### src/rtl/mux_arb_pkg.sv
// Shared types and helpers for the N-way arbitrated output mux.
// Latency: n/a (declarations only).
// Backpressure: n/a.
//
// Contents: arbitration FSM state type, select-width helper, reset values.
package mux_arb_pkg;

  typedef enum logic {
    ARB    = 1'b0,
    LOCKED = 1'b1
  } arb_state_t;

  localparam arb_state_t STATE_RST     = ARB;
  localparam logic       OUT_VALID_RST = 1'b0;
  localparam logic       OUT_LAST_RST  = 1'b0;

  // Index width that stays legal for degenerate N (a 1-input mux still
  // needs a 1-bit select so port declarations never collapse to [-1:0]).
  function automatic int sel_w(input int n);
    return (n > 1) ? $clog2(n) : 1;
  endfunction

endpackage

### src/rtl/rr_arbiter_n.sv
// Combinational N-request arbiter: round-robin from ptr, or fixed lowest-index.
// Latency: 0 cycles (pure combinational).
// Backpressure: none; the caller gates the grant with its own load enable.
//
// Ports:
//   prio_mode  0 = round-robin starting at ptr, 1 = lowest requesting index wins
//   ptr        round-robin start index (ignored in fixed mode)
//   req        per-channel request vector
//   grant      one-hot grant, all zero when no request
//   idx        encoded index of the granted channel (0 when no grant)
module rr_arbiter_n #(
  parameter int N     = 8,
  parameter int SEL_W = 3
) (
  input  logic             prio_mode,
  input  logic [SEL_W-1:0] ptr,
  input  logic [N-1:0]     req,
  output logic [N-1:0]     grant,
  output logic [SEL_W-1:0] idx
);

  logic             found;
  int               cand;
  logic [SEL_W-1:0] cidx;

  // Scan N candidates in priority order; the first requester wins. The
  // modulo keeps the wrap correct when N is not a power of two.
  always_comb begin
    grant = '0;
    idx   = '0;
    found = 1'b0;
    cand  = 0;
    cidx  = '0;
    for (int k = 0; k < N; k++) begin
      cand = prio_mode ? k : ((int'(ptr) + k) % N);
      cidx = SEL_W'(cand);
      if (!found && req[cidx]) begin
        found       = 1'b1;
        grant[cidx] = 1'b1;
        idx         = cidx;
      end
    end
  end

endmodule

### src/rtl/mux_arb_nxw.sv
// N-input W-bit arbitrated mux with packet locking and one registered output stage.
// Latency: 1 cycle from input transfer to out_valid; one beat per cycle sustained.
// Backpressure: all in_ready drop while the out register is full and out_ready is low.
//
// Ports:
//   clk, rst_n              clock, asynchronous active-low reset
//   in_data/valid/last      per-channel beat, handshake and end-of-packet flag
//   in_ready                per-channel ready, at most one bit high
//   prio_mode               0 = round-robin, 1 = fixed priority (lowest index)
//   out_data/last/sel/valid registered output beat and source channel
//   out_ready               downstream ready
//   pkt_count               wrapping count of last beats loaded into the out register
module mux_arb_nxw
  import mux_arb_pkg::*;
#(
  parameter  int N     = 8,
  parameter  int W     = 32,
  parameter  int CNT_W = 16,
  localparam int SEL_W = sel_w(N)
) (
  input  logic                clk,
  input  logic                rst_n,
  input  logic [N-1:0][W-1:0] in_data,
  input  logic [N-1:0]        in_valid,
  input  logic [N-1:0]        in_last,
  output logic [N-1:0]        in_ready,
  input  logic                prio_mode,
  output logic [W-1:0]        out_data,
  output logic                out_last,
  output logic [SEL_W-1:0]    out_sel,
  output logic                out_valid,
  input  logic                out_ready,
  output logic [CNT_W-1:0]    pkt_count
);

  arb_state_t       state_q, state_d;
  logic [SEL_W-1:0] ptr_q, ptr_d;
  logic [SEL_W-1:0] lock_q, lock_d;

  logic [N-1:0]     arb_grant;
  logic [SEL_W-1:0] arb_idx;
  logic [N-1:0]     grant;
  logic [SEL_W-1:0] sel_idx;
  logic [SEL_W-1:0] next_idx;
  logic             load;
  logic             xfer;
  logic             xfer_last;

  rr_arbiter_n #(
    .N     (N),
    .SEL_W (SEL_W)
  ) u_arb (
    .prio_mode (prio_mode),
    .ptr       (ptr_q),
    .req       (in_valid),
    .grant     (arb_grant),
    .idx       (arb_idx)
  );

  // While a packet is in flight only the owning channel may be granted, and
  // only when it actually presents a beat; otherwise the cycle is a bubble.
  always_comb begin
    grant   = '0;
    sel_idx = arb_idx;
    if (state_q == LOCKED) begin
      grant[lock_q] = in_valid[lock_q];
      sel_idx       = lock_q;
    end else begin
      grant = arb_grant;
    end
  end

  assign load      = !out_valid || out_ready;
  // rst_n gating keeps in_ready low for the whole reset window even though
  // the empty out register would otherwise make load true.
  assign in_ready  = (load && rst_n) ? grant : '0;
  assign xfer      = |(in_valid & in_ready);
  assign xfer_last = in_last[sel_idx];
  assign next_idx  = (sel_idx == SEL_W'(N - 1)) ? '0 : sel_idx + SEL_W'(1);

  always_comb begin
    state_d = state_q;
    ptr_d   = ptr_q;
    lock_d  = lock_q;
    if (xfer) begin
      if (xfer_last) begin
        state_d = ARB;
        ptr_d   = next_idx;
      end else begin
        state_d = LOCKED;
        lock_d  = sel_idx;
      end
    end
  end

  always_ff @(posedge clk or negedge rst_n) begin
    if (!rst_n) begin
      state_q <= STATE_RST;
      ptr_q   <= '0;
      lock_q  <= '0;
    end else begin
      state_q <= state_d;
      ptr_q   <= ptr_d;
      lock_q  <= lock_d;
    end
  end

  // Out register: payload only changes on a transfer; an empty load slot
  // just clears valid so stale data is never re-presented as a new beat.
  always_ff @(posedge clk or negedge rst_n) begin
    if (!rst_n) begin
      out_valid <= OUT_VALID_RST;
      out_data  <= '0;
      out_last  <= OUT_LAST_RST;
      out_sel   <= '0;
    end else if (load) begin
      out_valid <= xfer;
      if (xfer) begin
        out_data <= in_data[sel_idx];
        out_last <= xfer_last;
        out_sel  <= sel_idx;
      end
    end
  end

  always_ff @(posedge clk or negedge rst_n) begin
    if (!rst_n) begin
      pkt_count <= '0;
    end else if (xfer && xfer_last) begin
      pkt_count <= pkt_count + CNT_W'(1);
    end
  end

endmodule

### config.mk
export PLATFORM = sky130hd
export DESIGN_NAME = mux_arb_nxw
export DESIGN_NICKNAME = d
export VERILOG_FILES = /design/src/rtl/mux_arb_pkg.sv /design/src/rtl/rr_arbiter_n.sv /design/src/rtl/mux_arb_nxw.sv
export SDC_FILE = /design/constraint.sdc
export NUM_CORES = 1
export LEC_CHECK = 0
export CAP_MARGIN = 0
export CORE_ASPECT_RATIO = 0.8
export CORE_MARGIN = 1.5
export CORE_UTILIZATION = 42
export CTS_BUF_LIST = sky130_fd_sc_hd__clkbuf_8
export DETAILED_ROUTE_END_ITERATION = 8
export PLACE_DENSITY = 0.85
export SYNTH_ARGS = -nofsm -noshare
export SYNTH_HDL_FRONTEND = slang
export SYNTH_SLANG_ARGS = --single-unit
### constraint.sdc
create_clock -name clk -period 5.6 [get_ports clk]
set_input_delay 1.4 -clock clk [delete_from_list [all_inputs] [get_ports clk]]
set_output_delay 1.4 -clock clk [all_outputs]
set_load 0.03 [all_outputs]
==> flow_metrics.env <==
export IMPL_status="finished clean"
export IMPL_die_area_um2=16130
export IMPL_yosysMostFrequentCell="nand2_1"
export IMPL_dpl_cell_area_um2=10770
export IMPL_p_int_mw=3.192
export IMPL_p_per_area_nw_per_um2=625.5
export IMPL_fmax_mhz=178.7
export IMPL_ys_seq_area_share_pct=23.26
export IMPL_hold_viol_final=0
export IMPL_numCtsBuffers=9
export IMPL_clockPowerShare_pct=5.9
export IMPL_ys_types=81
export IMPL_core_region_area_um2=15010
export IMPL_finalNetCount=1642
export IMPL_drive_gt1_share_pct=16.39
export IMPL_cts_max_level=3
export IMPL_min_period_over_period_pct=99.93
export IMPL_die_w_um=141.6
export IMPL_tritoncts="done"
export IMPL_tns_ns=0
export IMPL_avgSynthCellArea_um2=6.717
export IMPL_synth_top_area_share_pct=23.26
export IMPL_syn_area_um2=6455
export IMPL_end_kind="primary output"
export IMPL_synth_nets=1241
export IMPL_clk_pin_slew_worst_paths_ns=0.07
export IMPL_gp_congestion=1.045
export IMPL_synth_warnings=0
export IMPL_firstDrtPassIters=6
export IMPL_slew_violations=0
export IMPL_synth_area_top_cells="dfrtp_1 (23%), nand2_1 (14%), nand3_1 (9.7%), a21oi_1 (6.4%), clkbuf_1 (3.7%)"
export IMPL_area_growth_pct=73.54
export IMPL_fin_crit_ns=5.596
export IMPL_cp_max_fo=8
export IMPL_synth_common_cells="nand2_1 (244), nand3_1 (125), a21oi_1 (83)"
export IMPL_cts_root_buffer="clkbuf_8"
export IMPL_critPathKind="input pin to primary output"
export IMPL_finalSetupViolations=0
export IMPL_cp_arrival_ns=4.20
export IMPL_ant_nets=0
export IMPL_tightest_slew_ns=0.8265
export IMPL_num_rows=40
export IMPL_grt_max_degree=61
export IMPL_cellLeakagePower_nw=4.683
export IMPL_drt_iter0_markers=1072
export IMPL_drv_cap=0
export IMPL_drt_vias_per_instance=6.082
export IMPL_clock_sinks=60
export IMPL_ys_ff_latch=60
export IMPL_power_total_mw=7.007
export IMPL_finClkSkew_ns=0.009962
export IMPL_design_area_um2=11200
export IMPL_grt_pass1_wl_um=48960
export IMPL_crit_path_start_kind="input pin"
export IMPL_clk_latency_ns=0.37
export IMPL_power_net_switching_mw=3.814
export IMPL_wl_per_cell_um=20.98
export IMPL_timing_hold_ws_ns=0.4828
export IMPL_relSlewSlack_pct=44.90
export IMPL_portBuffers=336
export IMPL_die_h_um=113.9
export IMPL_grt_total_usage_pct=39.37
export IMPL_drc=0
export IMPL_ctsHoldBuffers=0
export IMPL_wirelength_um=32640
export IMPL_io_pins=337
export IMPL_ir_worst_vdd_mv=0.4005
export IMPL_worst_hold_path_type="flip-flop to flip-flop"
export IMPL_start_util_pct=42.99
export IMPL_post_dp_hpwl_um=25110
export IMPL_antenna_cells=0
export IMPL_synth_cells=961
export IMPL_worstPathRequired_ns=4.20
export IMPL_yosys_most_used_dff="dfrtp_1"
export IMPL_rsz0062_at_grt="true"
export IMPL_num_vias=9464
export IMPL_synth_edff_count=0
export IMPL_pwr_share_seq_pct=11.4
export IMPL_async_flop_share_pct=100.0
export IMPL_antenna_found_initial=0
export IMPL_yosys_area_top_type="dfrtp_1"
export IMPL_switching_share_pct=54.44
export IMPL_gr_total_overflow=0
export IMPL_combPwrFrac_pct=82.7
export IMPL_grt_pass1_vias=8989
export IMPL_clk_path_buf_depth=2
-- worst paths after layout --
kind	startpoint	end	slack (ns)	depth (start not counted)
max	prio_mode	in_ready[6]	0.004	12
min	out_data[8]$_DFFE_PN0P_	out_data[8]$_DFFE_PN0P_	0.48	2
max reg2reg	ptr_q[0]$_DFFE_PN0P_	ptr_q[1]$_DFFE_PN0P_	0.91	16
min reg2reg	out_data[8]$_DFFE_PN0P_	out_data[8]$_DFFE_PN0P_	0.48	2
max in group asynchronous	rst_n	out_data[2]$_DFFE_PN0P_	3.79	2
min in group asynchronous	rst_n	out_data[8]$_DFFE_PN0P_	1.25	2
-- sequential cells by signal, indices dropped and copies added, names as in the netlist --
name and count:
lock_q 3, out_data 32, out_last 1, out_sel 3, out_valid 1, pkt_count 16
ptr_q 3, state_q 1
-- critical path, cell delays in order --
cell and delay (ns):
dlygate4sd2_1 0.26, buf_6 0.15, or4b_2 0.69, o221ai_2 0.14, mux2i_4 0.14, buf_4 0.16
nand4b_1 0.25, nor3_4 0.20, buf_12 0.14, nand3_1 0.09, a221oi_2 0.34, buf_4 0.23
-- through the flow --
step	std cells	util [%]	worst slack, ns
floorplan	961	-	0.02593
global placement	1530	71.70	-0.4444
detailed placement	1530	71.70	-0.3409
CTS	1551	73.64	0.02819
global route	1556	74.61	-0.07812
finish	1556	74.61	0.004179
-- timing repair --
item                                    CTS  global route
setup buffers                             5             5
endpoints found under the setup margin    8             8
cloned                                    0             0
resized for setup                        13            22
pin swaps                                 2             8
endpoints found under the hold margin     0             0
-- power groups by stage --
| stage | Sequential (mW) | Clock [mW] | Combinational, mW |
|---|---|---|---|
| floorplan | 1.07 | 0 | 3.06 |
| detailed placement | 0.801 | 0 | 5.49 |
| global route | 0.818 | 0.438 | 6.17 |
| global placement | 0.791 | 0 | 5.44 |
| finish | 0.798 | 0.413 | 5.80 |
| CTS | 0.795 | 0.417 | 5.58 |
-- cell families after synthesis --
family	Yosys count	synth area share, %
AND/OR/NAND/NOR	527	38.13
flip-flops	60	23.26
AO/OA/AOI/OAI	233	24.97
XOR/XNOR	20	2.714
multiplexers	25	4.400
adder cells (fa/ha/maj)	4	0.7754
buffers and inverters	92	5.757
-- final cells by class --
class / instances / area [um^2]
well taps: 189 / 236.5
flip-flops and latches: 60 / 1501
multi-input cells: 809 / 4746
clock inverters: 5 / 51.30
clock buffers: 11 / 151.4
repair buffers: 475 / 4486
fillers: 1130 / 3812
inverters: 7 / 30.03
-- layer usage --
metal	vias up	routed length, um	global-route usage (%)	share of wire (%)
met5	-	0	0	0
met4	0	1486	18.08	4.6
met3	122	4047	11.59	12
met2	731	14960	63.06	46
met1	4309	12150	49.06	37
li1	4302	-	-	-
-- layout by cell type, fill, tap and decap left out, types with 18 or more instances in the layout --
cell and instances:
a221oi_1 26, xnor2_1 18, clkdlybuf4s50_1 322, buf_4 137, dfrtp_1 60, nor2_1 64
nand3_1 125, a21oi_1 83, nand2_1 244, a31oi_1 30
Power figures use the tool's default switching activity.
